--- src/rtl/fsm_drv_pkg.sv ---
// Shared types and constants for the FSM driver and its timeout counter.
package fsm_drv_pkg;

    localparam int CMD_W = 3;
    localparam int TGT_W = 2;
    localparam int CNT_W = 8;

    typedef enum logic [2:0] {
        ST_IDLE    = 3'd0,
        ST_DRIVE   = 3'd1,
        ST_CONFIRM = 3'd2,
        ST_DONE    = 3'd3,
        ST_FAIL    = 3'd4
    } drv_state_t;

    // Command code presented to the driven FSM for a given target state.
    function automatic logic [CMD_W-1:0] cmd_for(input logic [TGT_W-1:0] tgt);
        return {1'b0, tgt};
    endfunction

endpackage

--- src/rtl/fsm_drv_timer.sv ---
// Saturating per-attempt cycle counter with synchronous clear and an expiry flag.
// The flag is raised during the last allowed cycle of an attempt, so an attempt
// lasts exactly TIMEOUT enabled cycles.
module fsm_drv_timer
    import fsm_drv_pkg::*;
#(
    parameter int TIMEOUT = 8
) (
    input  logic clk,
    input  logic rst_n,
    input  logic clear,
    input  logic enable,
    output logic expired
);

    localparam logic [CNT_W-1:0] LIMIT = CNT_W'(TIMEOUT);
    localparam logic [CNT_W-1:0] LAST  = CNT_W'(TIMEOUT - 1);

    logic [CNT_W-1:0] count_q;
    logic [CNT_W-1:0] count_d;

    // Clear wins over counting; counting stops at LIMIT so the value never wraps.
    always_comb begin
        count_d = count_q;
        if (clear) begin
            count_d = '0;
        end else if (enable && (count_q < LIMIT)) begin
            count_d = count_q + CNT_W'(1);
        end
    end

    assign expired = enable && (count_q >= LAST);

    // Counter register.
    always_ff @(posedge clk or negedge rst_n) begin
        if (!rst_n) begin
            count_q <= '0;
        end else begin
            count_q <= count_d;
        end
    end

endmodule

--- src/rtl/fsm_driver.sv ---
// Drives an external FSM towards a requested state, confirms it over two
// matching cycles, and retries a bounded number of times before giving up.
module fsm_driver
    import fsm_drv_pkg::*;
#(
    parameter int TIMEOUT   = 8,
    parameter int MAX_RETRY = 2
) (
    input  logic             clk,
    input  logic             rst_n,
    input  logic             start,
    input  logic [TGT_W-1:0] target_state,
    input  logic             abort,
    input  logic [CMD_W-1:0] fsm_out,
    output logic [CMD_W-1:0] user_input,
    output logic             busy,
    output logic             done,
    output logic             error
);

    localparam logic [CNT_W-1:0] RETRY_LIMIT = CNT_W'(MAX_RETRY);

    drv_state_t       state_q, state_d;
    logic [TGT_W-1:0] tgt_q, tgt_d;
    logic [CNT_W-1:0] retry_q, retry_d;
    logic [CMD_W-1:0] user_input_q, user_input_d;
    logic             busy_q, busy_d;
    logic             done_q, done_d;
    logic             error_q, error_d;

    logic             timer_clear;
    logic             timer_en;
    logic             timer_expired;
    logic             match;

    assign match = (fsm_out == cmd_for(tgt_q));

    fsm_drv_timer #(
        .TIMEOUT (TIMEOUT)
    ) u_timer (
        .clk     (clk),
        .rst_n   (rst_n),
        .clear   (timer_clear),
        .enable  (timer_en),
        .expired (timer_expired)
    );

    // Next-state logic; abort overrides everything, and a match beats a timeout
    // that lands on the same cycle. Outputs are derived from the next state so
    // they can be registered alongside it.
    always_comb begin
        state_d     = state_q;
        tgt_d       = tgt_q;
        retry_d     = retry_q;
        timer_clear = 1'b0;
        timer_en    = 1'b0;

        case (state_q)
            ST_IDLE: begin
                timer_clear = 1'b1;
                if (start) begin
                    tgt_d   = target_state;
                    retry_d = '0;
                    state_d = ST_DRIVE;
                end
            end
            ST_DRIVE: begin
                timer_en = 1'b1;
                if (abort) begin
                    state_d = ST_IDLE;
                end else if (match) begin
                    state_d = ST_CONFIRM;
                end else if (timer_expired) begin
                    if (retry_q < RETRY_LIMIT) begin
                        retry_d     = retry_q + CNT_W'(1);
                        timer_clear = 1'b1;
                    end else begin
                        state_d = ST_FAIL;
                    end
                end
            end
            ST_CONFIRM: begin
                if (abort) begin
                    state_d = ST_IDLE;
                end else if (match) begin
                    state_d = ST_DONE;
                end else begin
                    state_d = ST_DRIVE;
                end
            end
            ST_DONE:  state_d = ST_IDLE;
            ST_FAIL:  state_d = ST_IDLE;
            default:  state_d = ST_IDLE;
        endcase

        user_input_d = ((state_d == ST_DRIVE) || (state_d == ST_CONFIRM))
                       ? cmd_for(tgt_d) : '0;
        busy_d       = (state_d != ST_IDLE);
        done_d       = (state_d == ST_DONE);
        error_d      = (state_d == ST_FAIL);
    end

    // State, captured target, retry count and registered outputs.
    always_ff @(posedge clk or negedge rst_n) begin
        if (!rst_n) begin
            state_q      <= ST_IDLE;
            tgt_q        <= '0;
            retry_q      <= '0;
            user_input_q <= '0;
            busy_q       <= 1'b0;
            done_q       <= 1'b0;
            error_q      <= 1'b0;
        end else begin
            state_q      <= state_d;
            tgt_q        <= tgt_d;
            retry_q      <= retry_d;
            user_input_q <= user_input_d;
            busy_q       <= busy_d;
            done_q       <= done_d;
            error_q      <= error_d;
        end
    end

    assign user_input = user_input_q;
    assign busy       = busy_q;
    assign done       = done_q;
    assign error      = error_q;

endmodule
--- config.mk ---
export PLATFORM = sky130hd
export DESIGN_NAME = fsm_driver
export DESIGN_NICKNAME = d
export VERILOG_FILES = /design/src/rtl/fsm_drv_pkg.sv /design/src/rtl/fsm_drv_timer.sv /design/src/rtl/fsm_driver.sv
export SDC_FILE = /design/constraint.sdc
export NUM_CORES = 1
export LEC_CHECK = 0
export ABC_AREA = 0
export BUFFER_PORTS_ARGS = -buffer_cell sky130_fd_sc_hd__buf_2
export CORE_ASPECT_RATIO = 1.4
export CORE_MARGIN = 3
export CORE_UTILIZATION = 60
export DETAILED_ROUTE_END_ITERATION = 12
export PLACE_DENSITY = 0.82
export SYNTH_ARGS = -nofsm -noshare
export SYNTH_HDL_FRONTEND = slang
export SYNTH_SLANG_ARGS = --single-unit
--- constraint.sdc ---
create_clock -name clk -period 3.2 [get_ports clk]
set_clock_uncertainty 0.1 [all_clocks]
set_input_delay 0.16 -clock clk [delete_from_list [all_inputs] [get_ports clk]]
set_output_delay 0.16 -clock clk [all_outputs]
set_load 0.03 [all_outputs]
==> metrics.md <==
| Metric | Value |
|---|---|
| Outcome | `complete, no violations` |
| Clock-pin slew of the registers on the worst-case setup and hold paths | `0.14 ns` |
| Psw | `298 uW` |
| CTS H-tree lvls | `1` |
| Drt wl/cell | `16.5 um` |
| Antenna violations before repair | `0` |
| Die area | `0.00275 mm^2` |
| CP Max Fanout | `12` |
| Pre-CTS setup slack | `1.31 ns` |
| Iteration-0 DRC Markers | `29` |
| Post-Syn Area | `0.00129 mm^2` |
| WP data arrival | `2.01 ns` |
| Die width | `45.2 um` |
| CP peak stage delay | `0.57 ns` |
| Cell-internal power | `601 uW` |
| CTS Buf Count | `3` |
| Global-route usage over all layers | `22.1%` |
| CTS tree | `done` |
| Crit start category | `flop` |
| FP Rows | `19` |
| Switching share of power | `33.1%` |
| Post-layout min period | `1.92 ns` |
| Gpl congestion | `0.852` |
| Mapped Cells | `114` |
| Core Box Area | `0.00200 mm^2` |
| Clk buf depth | `2` |
| Crit-path cells | `or4b_1, or4_4, nand2_1, a211oi_1` |
| Clock sink total | `26` |
| WHS | `0.0413 ns` |
| Die height | `60.9 um` |
| Distinct cells, synth | `48` |
| Fin area | `0.00145 mm^2` |
| Share of layout cells above drive strength 1 | `19.1%` |
| # IOs | `15` |
| PwrDens | `622 mW/mm^2` |
| Crit path buf inv count | `0` |
| First-pass GRT wire length | `4.40 mm` |
| Final worst slack | `1.28 ns` |
| Primary FF master, synth | `dfrtp_1` |
| Post-CTS Hold Fix Bufs | `4` |
| Final max-slew violation count | `0` |
| Area Growth Syn to Fin | `11.9%` |
| Hpwl dp | `1.80 mm` |
| Vias/cell | `6.31` |
| Clk pwr share | `25.0%` |
| Detail Route Antenna Nets | `0` |
| Gr ovfl total | `0` |
| Drt drc | `0` |
| Class of the worst hold path | `in -> reg` |
| FFs w/ async S/R, synth | `100%` |
| Number of global-route vias before repair | `997` |
| Slowest CP cell | `dfrtp_1` |
| Starting Density | `64.7%` |
| Setup Buffers After CTS | `0` |
| Yosys warning count | `0` |
| Synth Area per Inst | `11.3 um^2` |
| Worst skew pair latency | `0.33 ns` |
| Highest clock rate | `521 MHz` |
| Post-CTS Resized | `0` |
| Register bit total from synthesis | `26` |
| Vias | `959` |
| Worst slew margin | `51.3%` |
| Dpl cell area | `0.00135 mm^2` |
| Fin. Hold Viols | `0` |
| 1st-pass router iterations | `4` |
| Final core utilization | `72.4%` |
| Fin Setup TNS | `0 ns` |
| Final worst path period share | `60.0%` |
| Post-synth EDFFs | `0` |
| Seq/Total Area, Yosys | `50.4%` |
| PortBufs | `13` |
| RSZ-0062 raised after global routing | `false` |
| Final setup violation count | `0` |
| Clock root buffer | `clkbuf_4` |
| Peak supply drop | `0.000524 V` |
| Layout fillers | `152` |
| Layout Nets | `143` |
| CP Class | `reg -> reg` |
| Combinational Power Share | `27.9%` |
| Static Leak | `0.000715 uW` |
| CP Data Required Time | `3.29 ns` |
| Worst Tran Pin Value | `0.724 ns` |
| Max_cap viols | `0` |
| Largest net degree at the start of global routing | `27` |
| Delay-heaviest family, CP | `simple AND/OR/NAND/NOR gates` |
| CP Capture Type | `flop` |
| R2r setup slk | `1.28 ns` |
| Syn_nets | `125` |
| Antenna diode count | `0` |
| Drt total wl | `2.51 mm` |
| Register share of total power | `47.1%` |
## cell type report
class,instances,area (um^2),area share (%)
flip-flops and latches,26,651,45.0
multi-input cells,79,592,41.0
repair buffers,17,105,7.27
clock inverters,1,30.0,2.08
well taps,21,26.3,1.82
clock buffers,3,22.5,1.56
inverters,5,18.8,1.30
## state kept, by name, indices dropped and copies added (netlist names)
name and flops:
busy 1, done 1, error 1, retry_q 8, state_q 3, tgt_q 2
u_timer.count_q 8, user_input 2
## cell usage after synthesis, types with 2 or more instances
cell      instances  share of area (%)
a211oi_1          3                1.7
a21boi_1          4                2.3
a21o_1            2                1.2
a21oi_1           3                1.2
a31oi_1           3                1.5
and2b_1           5                2.9
buf_4             2                1.2
dfrtp_1          26                 50
ha_1              2                1.9
inv_1             5                1.5
mux2i_1           2                1.6
nand2_1           9                2.6
nand3b_1          2                1.2
nor2_1            3               0.87
nor3_1            2               0.78
nor4_1            4                1.9
o21ai_1           2               0.78
o31ai_1           3                1.7
or4_4             2                1.7
xor2_1            2                1.4
## worst paths after layout
path | startpoint | endpoint | cells past startpoint
max | state_q[0] | user_input[0] | 4
min | fsm_out[2] | done | 3
max reg2reg | state_q[0] | user_input[0] | 4
min reg2reg | retry_q[4] | retry_q[4] | 1
max in group asynchronous | rst_n | state_q[1] | 2
min in group asynchronous | rst_n | u_timer.count_q[3] | 2
## cells by family after synthesis
group	count (synthesis)	share of synthesized area (%)
multiplexers	4	3.29
flip-flops	26	50.4
buffers and inverters	9	3.78
adder cells (fa/ha/maj)	2	1.94
other	1	0.290
AO/OA/AOI/OAI	31	18.6
AND/OR/NAND/NOR	38	19.7
XOR/XNOR	3	2.04
## layout by cell type, fill, tap and decap left out, types with 3 or more instances in the layout
cell	count
inv_1	5
o31ai_1	3
nand2_1	9
dlygate4sd3_1	4
nor2_1	3
and2b_1	5
nor4_1	4
buf_2	13
a211oi_1	3
clkbuf_4	3
a31oi_1	3
dfrtp_1	26
a21oi_1	3
a21boi_1	4
## routing by layer
metal	up-vias	wire length (um)	GRT usage (%)
met2	27	1340	38.9
met5	-	0	0
met1	467	1010	25.9
met4	0	68	11.3
li1	458	-	-
met3	7	83	2.37
## stage by stage
| stage | total power (uW) | cells |
|---|---|---|
| 2_1_floorplan | 617 | 114 |
| 3_3_place_gp | 667 | 144 |
| 3_5_place_dp | 679 | 144 |
| 4_1_cts | 906 | 152 |
| 5_1_grt | 950 | 152 |
| 6_report | 899 | 152 |
## power by group through the flow
stage	clock network (uW)	registers [uW]	logic (uW)
after global routing	241	429	280
after detailed placement	0	431	248
after floorplan	0	442	176
after global placement	0	427	240
final	225	423	251
after CTS	230	423	253
## tightest hold or removal path, cell delays in order
cell and delay (ns):
buf_2 0.12, or4_4 0.14, inv_1 0.03
Power figures use the tool's default switching activity.
